--- src/rtl/wb_arbiter.sv ---
// Write-back arbiter: merges ALU/link results and returned load data onto a
// single GPR write port, and keeps a per-register pending-load scoreboard for
// issue hazard detection.
//  - Loads are buffered in a 2-entry FIFO. ALU wins by default, but a starve
//    counter forces the FIFO through after three ALU wins in a row.
//  - The grant is registered, so a write shows up one cycle after its grant.
// Optional trace: define WB_ARB_TRACE_EN to log every registered write
// (class W) through the LOG macro. A plain fallback is provided if the core
// has not defined LOG.

`ifdef WB_ARB_TRACE_EN
`ifndef LOG
`define LOG(cls, msg) $display("[%s] %s", cls, msg)
`endif
`endif

module wb_arbiter (
  input  logic        _clk,
  input  logic        _reset,
  // ALU / link results
  input  logic        _alu_valid,
  input  logic [4:0]  _alu_rd,
  input  logic [31:0] _alu_data,
  output logic        _alu_ready,
  // returned load data
  input  logic        _mem_valid,
  input  logic [4:0]  _mem_rd,
  input  logic [31:0] _mem_data,
  output logic        _mem_ready,
  // issue / hazard
  input  logic        _iss_load,
  input  logic [4:0]  _iss_rd,
  input  logic [4:0]  _rs1,
  input  logic [4:0]  _rs2,
  output logic        _hazard,
  // GPR write port
  output logic        _wb_we,
  output logic [4:0]  _wb_rd,
  output logic [31:0] _wb_data,
  output logic [31:0] _pending
);

  typedef struct packed {
    logic [4:0]  rd;
    logic [31:0] data;
  } wb_ent_t;

  wb_ent_t [1:0] fifo_q, fifo_d;
  logic          rd_ptr_q, rd_ptr_d;
  logic          wr_ptr_q, wr_ptr_d;
  logic [1:0]    cnt_q, cnt_d;
  logic [1:0]    starve_q, starve_d;
  logic [31:0]   pending_q, pending_d;
  logic          wb_we_q, wb_we_d;
  logic [4:0]    wb_rd_q, wb_rd_d;
  logic [31:0]   wb_data_q, wb_data_d;

  logic    fifo_full, fifo_ne;
  logic    grant_fifo, grant_alu, push;
  wb_ent_t head, gnt_ent;

  // Source selection, FIFO bookkeeping, starve counter and scoreboard update
  always_comb begin
    fifo_full  = (cnt_q == 2'd2);
    fifo_ne    = (cnt_q != 2'd0);
    head       = fifo_q[rd_ptr_q];

    // Nothing is granted or accepted while reset is held.
    grant_fifo = _reset & (fifo_full | ((starve_q == 2'd3) & fifo_ne) |
                           (~_alu_valid & fifo_ne));
    grant_alu  = _reset & ~grant_fifo & _alu_valid;
    _alu_ready = grant_alu;
    // Full means not ready even if a pop happens this cycle.
    _mem_ready = _reset & ~fifo_full;
    push       = _mem_valid & _mem_ready;

    gnt_ent    = grant_fifo ? head : wb_ent_t'{rd: _alu_rd, data: _alu_data};

    // A grant to x0 is consumed but never reaches the register file.
    wb_we_d    = (grant_fifo | grant_alu) & (gnt_ent.rd != 5'd0);
    wb_rd_d    = wb_we_d ? gnt_ent.rd   : 5'd0;
    wb_data_d  = wb_we_d ? gnt_ent.data : 32'd0;

    fifo_d     = fifo_q;
    if (push) fifo_d[wr_ptr_q] = wb_ent_t'{rd: _mem_rd, data: _mem_data};
    wr_ptr_d   = wr_ptr_q ^ push;
    rd_ptr_d   = rd_ptr_q ^ grant_fifo;
    cnt_d      = cnt_q + {1'b0, push} - {1'b0, grant_fifo};

    // Counts consecutive ALU wins while a load is waiting.
    if (grant_fifo || !fifo_ne)            starve_d = 2'd0;
    else if (grant_alu && starve_q != 2'd3) starve_d = starve_q + 2'd1;
    else                                   starve_d = starve_q;

    // Clear first so a same-cycle re-issue of that rd leaves the bit set.
    pending_d = pending_q;
    if (grant_fifo) pending_d[head.rd] = 1'b0;
    if (_iss_load && _iss_rd != 5'd0) pending_d[_iss_rd] = 1'b1;
    pending_d[0] = 1'b0;

    _hazard = _reset & (pending_q[_rs1] | pending_q[_rs2] |
                        (_iss_load & pending_q[_iss_rd]));
  end

  // State registers; reset drops FIFO contents and any in-flight grant
  always_ff @(posedge _clk or negedge _reset) begin
    if (!_reset) begin
      fifo_q    <= '0;
      rd_ptr_q  <= 1'b0;
      wr_ptr_q  <= 1'b0;
      cnt_q     <= 2'd0;
      starve_q  <= 2'd0;
      pending_q <= 32'd0;
      wb_we_q   <= 1'b0;
      wb_rd_q   <= 5'd0;
      wb_data_q <= 32'd0;
    end else begin
      fifo_q    <= fifo_d;
      rd_ptr_q  <= rd_ptr_d;
      wr_ptr_q  <= wr_ptr_d;
      cnt_q     <= cnt_d;
      starve_q  <= starve_d;
      pending_q <= pending_d;
      wb_we_q   <= wb_we_d;
      wb_rd_q   <= wb_rd_d;
      wb_data_q <= wb_data_d;
    end
  end

  assign _wb_we   = wb_we_q;
  assign _wb_rd   = wb_rd_q;
  assign _wb_data = wb_data_q;
  assign _pending = pending_q;

`ifdef WB_ARB_TRACE_EN
  logic src_mem_q;

  // Remember which source produced the registered write, for the log only
  always_ff @(posedge _clk or negedge _reset) begin
    if (!_reset) src_mem_q <= 1'b0;
    else         src_mem_q <= grant_fifo;
  end

  // Log the write presented during the cycle that just ended
  always @(posedge _clk) begin
    if (_reset) begin
      if (wb_we_q)
        `LOG("W", $sformatf("wb %s x%02d = %h", src_mem_q ? "mem" : "alu",
                            wb_rd_q, wb_data_q));
      else
        `LOG("W", "wb nop");
    end
  end
`endif

endmodule

--- config.mk ---
export PLATFORM = sky130hd
export DESIGN_NAME = wb_arbiter
export DESIGN_NICKNAME = d
export VERILOG_FILES = /design/src/rtl/wb_arbiter.sv
export SDC_FILE = /design/constraint.sdc
export NUM_CORES = 1
export LEC_CHECK = 0
export ABC_AREA = 1
export BUFFER_PORTS_ARGS = -buffer_cell sky130_fd_sc_hd__buf_2
export CAP_MARGIN = 5
export CORE_MARGIN = 2
export CORE_UTILIZATION = 45
export DETAILED_ROUTE_END_ITERATION = 7
export GPL_TIMING_DRIVEN = 1
export HOLD_SLACK_MARGIN = 0.12
export PLACE_DENSITY = 0.71
export SLEW_MARGIN = 20
export SYNTH_ARGS = -nofsm -noshare
export SYNTH_HDL_FRONTEND = slang
export SYNTH_SLANG_ARGS = --single-unit
--- constraint.sdc ---
create_clock -name _clk -period 2.4 [get_ports _clk]
set_input_delay 0.72 -clock _clk [delete_from_list [all_inputs] [get_ports _clk]]
set_output_delay 0.72 -clock _clk [all_outputs]
set_load 0.005 [all_outputs]
[After elaboration in Yosys (flattened, before gate mapping)]
Cells that the tools add are included.
Operators by class
  bitwise logic cells: 23
  mux-type cells: 22
  $add $sub $neg: 3
  equal/unequal tests: 3
  order comparisons: 9
  reduce and logical (&&, ||, !) cells: 11
Operator list (number)
  two-way mux 37 bit: 4
  two-way mux 32 bit: 3
  bitwise mux 74 bit: 1
  demux 37 bit (select 1 bit): 1
  bitwise AND 32 bit: 1
  NOT 32 bit: 1
  OR 32 bit: 1
  < comparator 5 x 6 -> 1 bit, second input constant: 4
  binary-select mux 1 bit (select 5 bit): 3
  bitwise AND 1 bit: 10
  demux 1 bit (select 5 bit): 2
  greater-or-equal comparator 5 x 1 -> 1 bit, second input constant: 2
  nonzero test 5 bit: 2
  logical AND 1 bit: 5
  two-way mux 1 bit: 5
  two-way mux 5 bit: 1
  OR 1 bit: 5
  == test 2 bit, second input constant: 2
  < comparator 1 x 2 -> 1 bit, second input constant: 2
  two-way mux 2 bit: 2
  nonzero test 2 bit: 2
  NOT 1 bit: 3
  adder 2 x 1 -> 2 bit: 1
  adder 2 x 1 -> 2 bit, second input constant: 1
  other kinds (6): 7
Storage, ports and cells
  input port bits: 94
  output and inout bits: 73
  logic and storage cells: 83
  bits in registers: 149

[Logic depth before layout (Yosys ltp)]
  depth in word-level cells: 11
  mapped depth: 14
  mapped depth without buffers: 13

[Worst setup path before layout]
Ideal clock, no wire load.
  kind: input -> output
  start: input _iss_rd[0]
  end: output _hazard
  path buffers: 2
  data arrival time: 1725 ps
  stages on the path: 13
  slack: -45 ps
  required time: 1680 ps
  cell sequence: buf_2 clkbuf_1 o21ai_0 nand2_1 nand2_1 nand2_1 nand2_1 nor2_1 nand2_1 nand2_1 nand3_1 nand2_1 inv_1
Between the ends
  longest elaborated chain between the ends: 5
Ends and longest elaborated chain
  start, declared: line 32  | input logic [4:0] _iss_rd,
  binary-select mux 1 bit (select 5 bit): line 102  | (_iss_load & pending_q[_iss_rd]));
  two-way mux 1 bit (implied by the code): line 102
  bitwise AND 1 bit: line 102
  OR 1 bit: line 101  | _hazard = _reset & (pending_q[_rs1] | pending_q[_rs2] |
  bitwise AND 1 bit: line 101
  end, declared: line 35  | output logic _hazard,
Every way passes these cells. The select of a mux whose other input is x is not followed.

[Worst setup path after layout]
  start: input _iss_rd[2]
  end: output _hazard
Same word-level chain as after synthesis.

==> results.ini <==
[placement]
dpl_worst_slack_ns = -0.186
dp_cells = 1331
port_buffers = 165
dpl.hpwl_mm = 13.8
dpl-instance-area_um2 = 8770
place_congestion = 0.873

[grt]
grt.overflow.total = 0
antenna_found_initial = 2
grt_pass1_vias = 6563
grt_pass1_wl_mm = 32.0
track_usage_pct = 22.6
grt_max_degree = 128

[cells_and_area]
fillers = 1549
final_area_um2 = 9510
drive_gt1_share_pct = 26.0
seqCellArea_um2 = 3730
multi_input_area_um2 = 3100
fin_nets = 1232
fin_cells = 1366
syn_to_final_growth_pct = 26.4

[cts]
clock_sinks = 149
clk_pin_slew_worst_paths_ns = 0.06
cts_tree = built
cts.hold.buffers_added = 0
cts_buffers = 17
clockRootBuffer = clkbuf_16
h-tree-depth = 4
clk_latency_ns = 0.42
cts_setup_buffers = 0
cts_buffer_depth = 2

[timing]
slew_violations = 0
timing.final.ws_setup_ns = -0.141
finalSetupViolCount = 1
worstMarginPinSlew_ns = 0.674
period_needed_ns = 2.54
rsz0062_at_grt = yes
holdWs_ns = 0.308
finalClockSkew_ns = 0.00774
fin_crit_sh_pct = 106
hold_viol_final = 0
slew_headroom_pct = 55.0
max_freq_mhz = 394

[worst_setup_path]
crit_chain = buf_2 -> inv_1 -> nor3_1 -> nand2_1 -> nand2_1 -> nor2_1 -> nand2_1 -> nand2_1 -> nand3_1 -> nand2_1 -> inv_1 -> buf_2
worstPathRequired_ns = 1.68
start_kind = input pin
max_stage_delay_ns = 0.22
cpMostUsedCell = nand2_1
arrival_ns = 1.82
cp-end-kind = output port
crit_fanout = 5
cp_slowest_cell = nor3_1
criticalPathCategory = in2out
reg2regPathDepth = 11

[synth]
synth_seq_cells = 149
synth_top_cells_by_area = dfrtp_1 50%, nand2_1 13%, o21ai_0 11%
syn_area_per_cell_um2 = 7.86
syn_nets = 1056
yosysWarnings = 0
synthArstFlopShare_pct = 100
synth-edff-count = 0
postSynthCellCount = 957
synth_area_leader_cell = dfrtp_1
ys_seq_area_share_pct = 49.6
synth_area_um2 = 7520
synth_cell_types = 29
synth-main-ff-cell = dfrtp_1
synth_top_area_share_pct = 49.6

[routing]
drt_iter0_markers = 513
vias_per_cell = 4.99
drtPass1Iterations = 6
wl_per_cell_um = 14.2
vias = 6811
antenna_left = 0
drt_wl_total_mm = 19.4
drc = 0

[die]
die_w_um = 133
rows = 47
core_area_um2 = 16500
dieHeight_um = 133
ios = 167
dieArea_um2 = 17800
initial_core_util_pct = 45.7

[outcome]
violations = negative setup slack
status = finished, violations left

[hold_path]
hold_class = in2async

[job]
drv_cap = 0

[power]
power_density_nw_per_um2 = 1170
total_leakage_power_uw = 0.00497
peakVddDrop_v = 0.000582

[stage by stage]
step | total power (uW) | setup TNS, ns | util [%]
final | 11200 | -0.141 | 57.8
after global routing | 12100 | -0.282 | 57.8
after CTS | 11200 | -0.124 | 57.7
after detailed placement | 8530 | -0.186 | 53.3
after global placement | 8390 | -0.157 | 53.3
after floorplan | 6990 | 0 | -
[worst max-delay path: cells and delay by family]
kind,cells,cell delay (ns)
AND/OR/NAND/NOR,8,0.65
buffers and inverters,4,0.45
[layout by cell type, fill, tap and decap left out, drive strengths merged]
cell      instances
clkinv            5
xnor2             2
a21boi            1
bufinv            2
nand2           263
nand3            66
nor3             10
conb              1
a21oi             2
buf             200
inv             142
mux2             37
clkinvlp          3
o22ai             4
dfrtp           149
or2               1
clkbuf           18
o21ai           177
o21a              1
diode             1
nor2             54
ha                5
xor2              1
o31ai             1
[layout make-up]
cell class | instances | area share (%)
flip-flops and latches | 149 | 39.2
multi-input cells | 626 | 32.6
repair buffers | 200 | 13.5
inverters | 139 | 5.60
clock buffers | 18 | 4.62
well taps | 220 | 2.89
clock inverters | 13 | 1.57
diodes | 1 | 0.0263
[report_power, final]
part           switching (uW)  internal (uW)
Combinational            2370           1710
Sequential                798           3660
Clock                    1070           1570
Total                    4240           6930
[sequential cells by signal (all words and copies together) (netlist names)]
name / count
rd_ptr_q: 1
_pending: 31
starve_q: 2
cnt_q: 2
wr_ptr_q: 1
_wb_data: 32
_wb_we: 1
fifo_q: 74
_wb_rd: 5
[cells in the mapped netlist (2+ instances only)]
cell type  count
o21ai_1       10
o21ai_0      163
mux2_2        37
nor2_1        53
o22ai_1        4
o21ai_2        4
dfrtp_1      149
nand2_1      262
inv_1        135
buf_6          4
buf_2          9
nand3_1       65
a21oi_1        2
xnor2_1        2
nor3_1        10
buf_1          2
clkbuf_1      25
buf_4          3
inv_2          4
ha_1           5
[worst paths after layout]
kind,from,to,slack (ns)
worst max-delay path,_iss_rd[2],_hazard,-0.14
worst min-delay path,_reset,_pending[30],0.31
worst max register to register,starve_q[0],_wb_data[4],0.30
worst min register to register,fifo_q[19],fifo_q[19],0.50
max in group asynchronous,_reset,rd_ptr_q,1.45
min in group _clk,fifo_q[19],fifo_q[19],0.50
[routing by layer]
layer | vias up | wire length (um) | share of wire, % | global-route usage [%]
met5 | - | 13 | 0.067 | 0
met4 | 2 | 318 | 1.6 | 7.21
met3 | 31 | 1320 | 6.8 | 5.82
met2 | 225 | 9240 | 48 | 37.5
met1 | 3168 | 8540 | 44 | 29.0
li1 | 3385 | - | - | -
[cells by family (layout without fill, tap and decap cells)]
group | count (synthesis) | count (layout) | synth area share [%]
flops | 149 | 149 | 49.6
simple gates | 394 | 394 | 21.2
other cells | 1 | 2 | 0.0498
buf+inv | 182 | 370 | 9.78
fa+ha+maj | 5 | 5 | 0.831
mux | 37 | 37 | 5.54
compound gates | 186 | 186 | 12.8
xor+xnor | 3 | 3 | 0.349
[timing repair]
| action | in CTS | in global routing |
|---|---|---|
| endpoints found under the setup margin | 1 | 1 |
| gates cloned | 3 | 0 |
| gates resized for setup | 31 | 6 |
| pin swaps | 9 | 9 |
(Power assumes the default switching activity.)
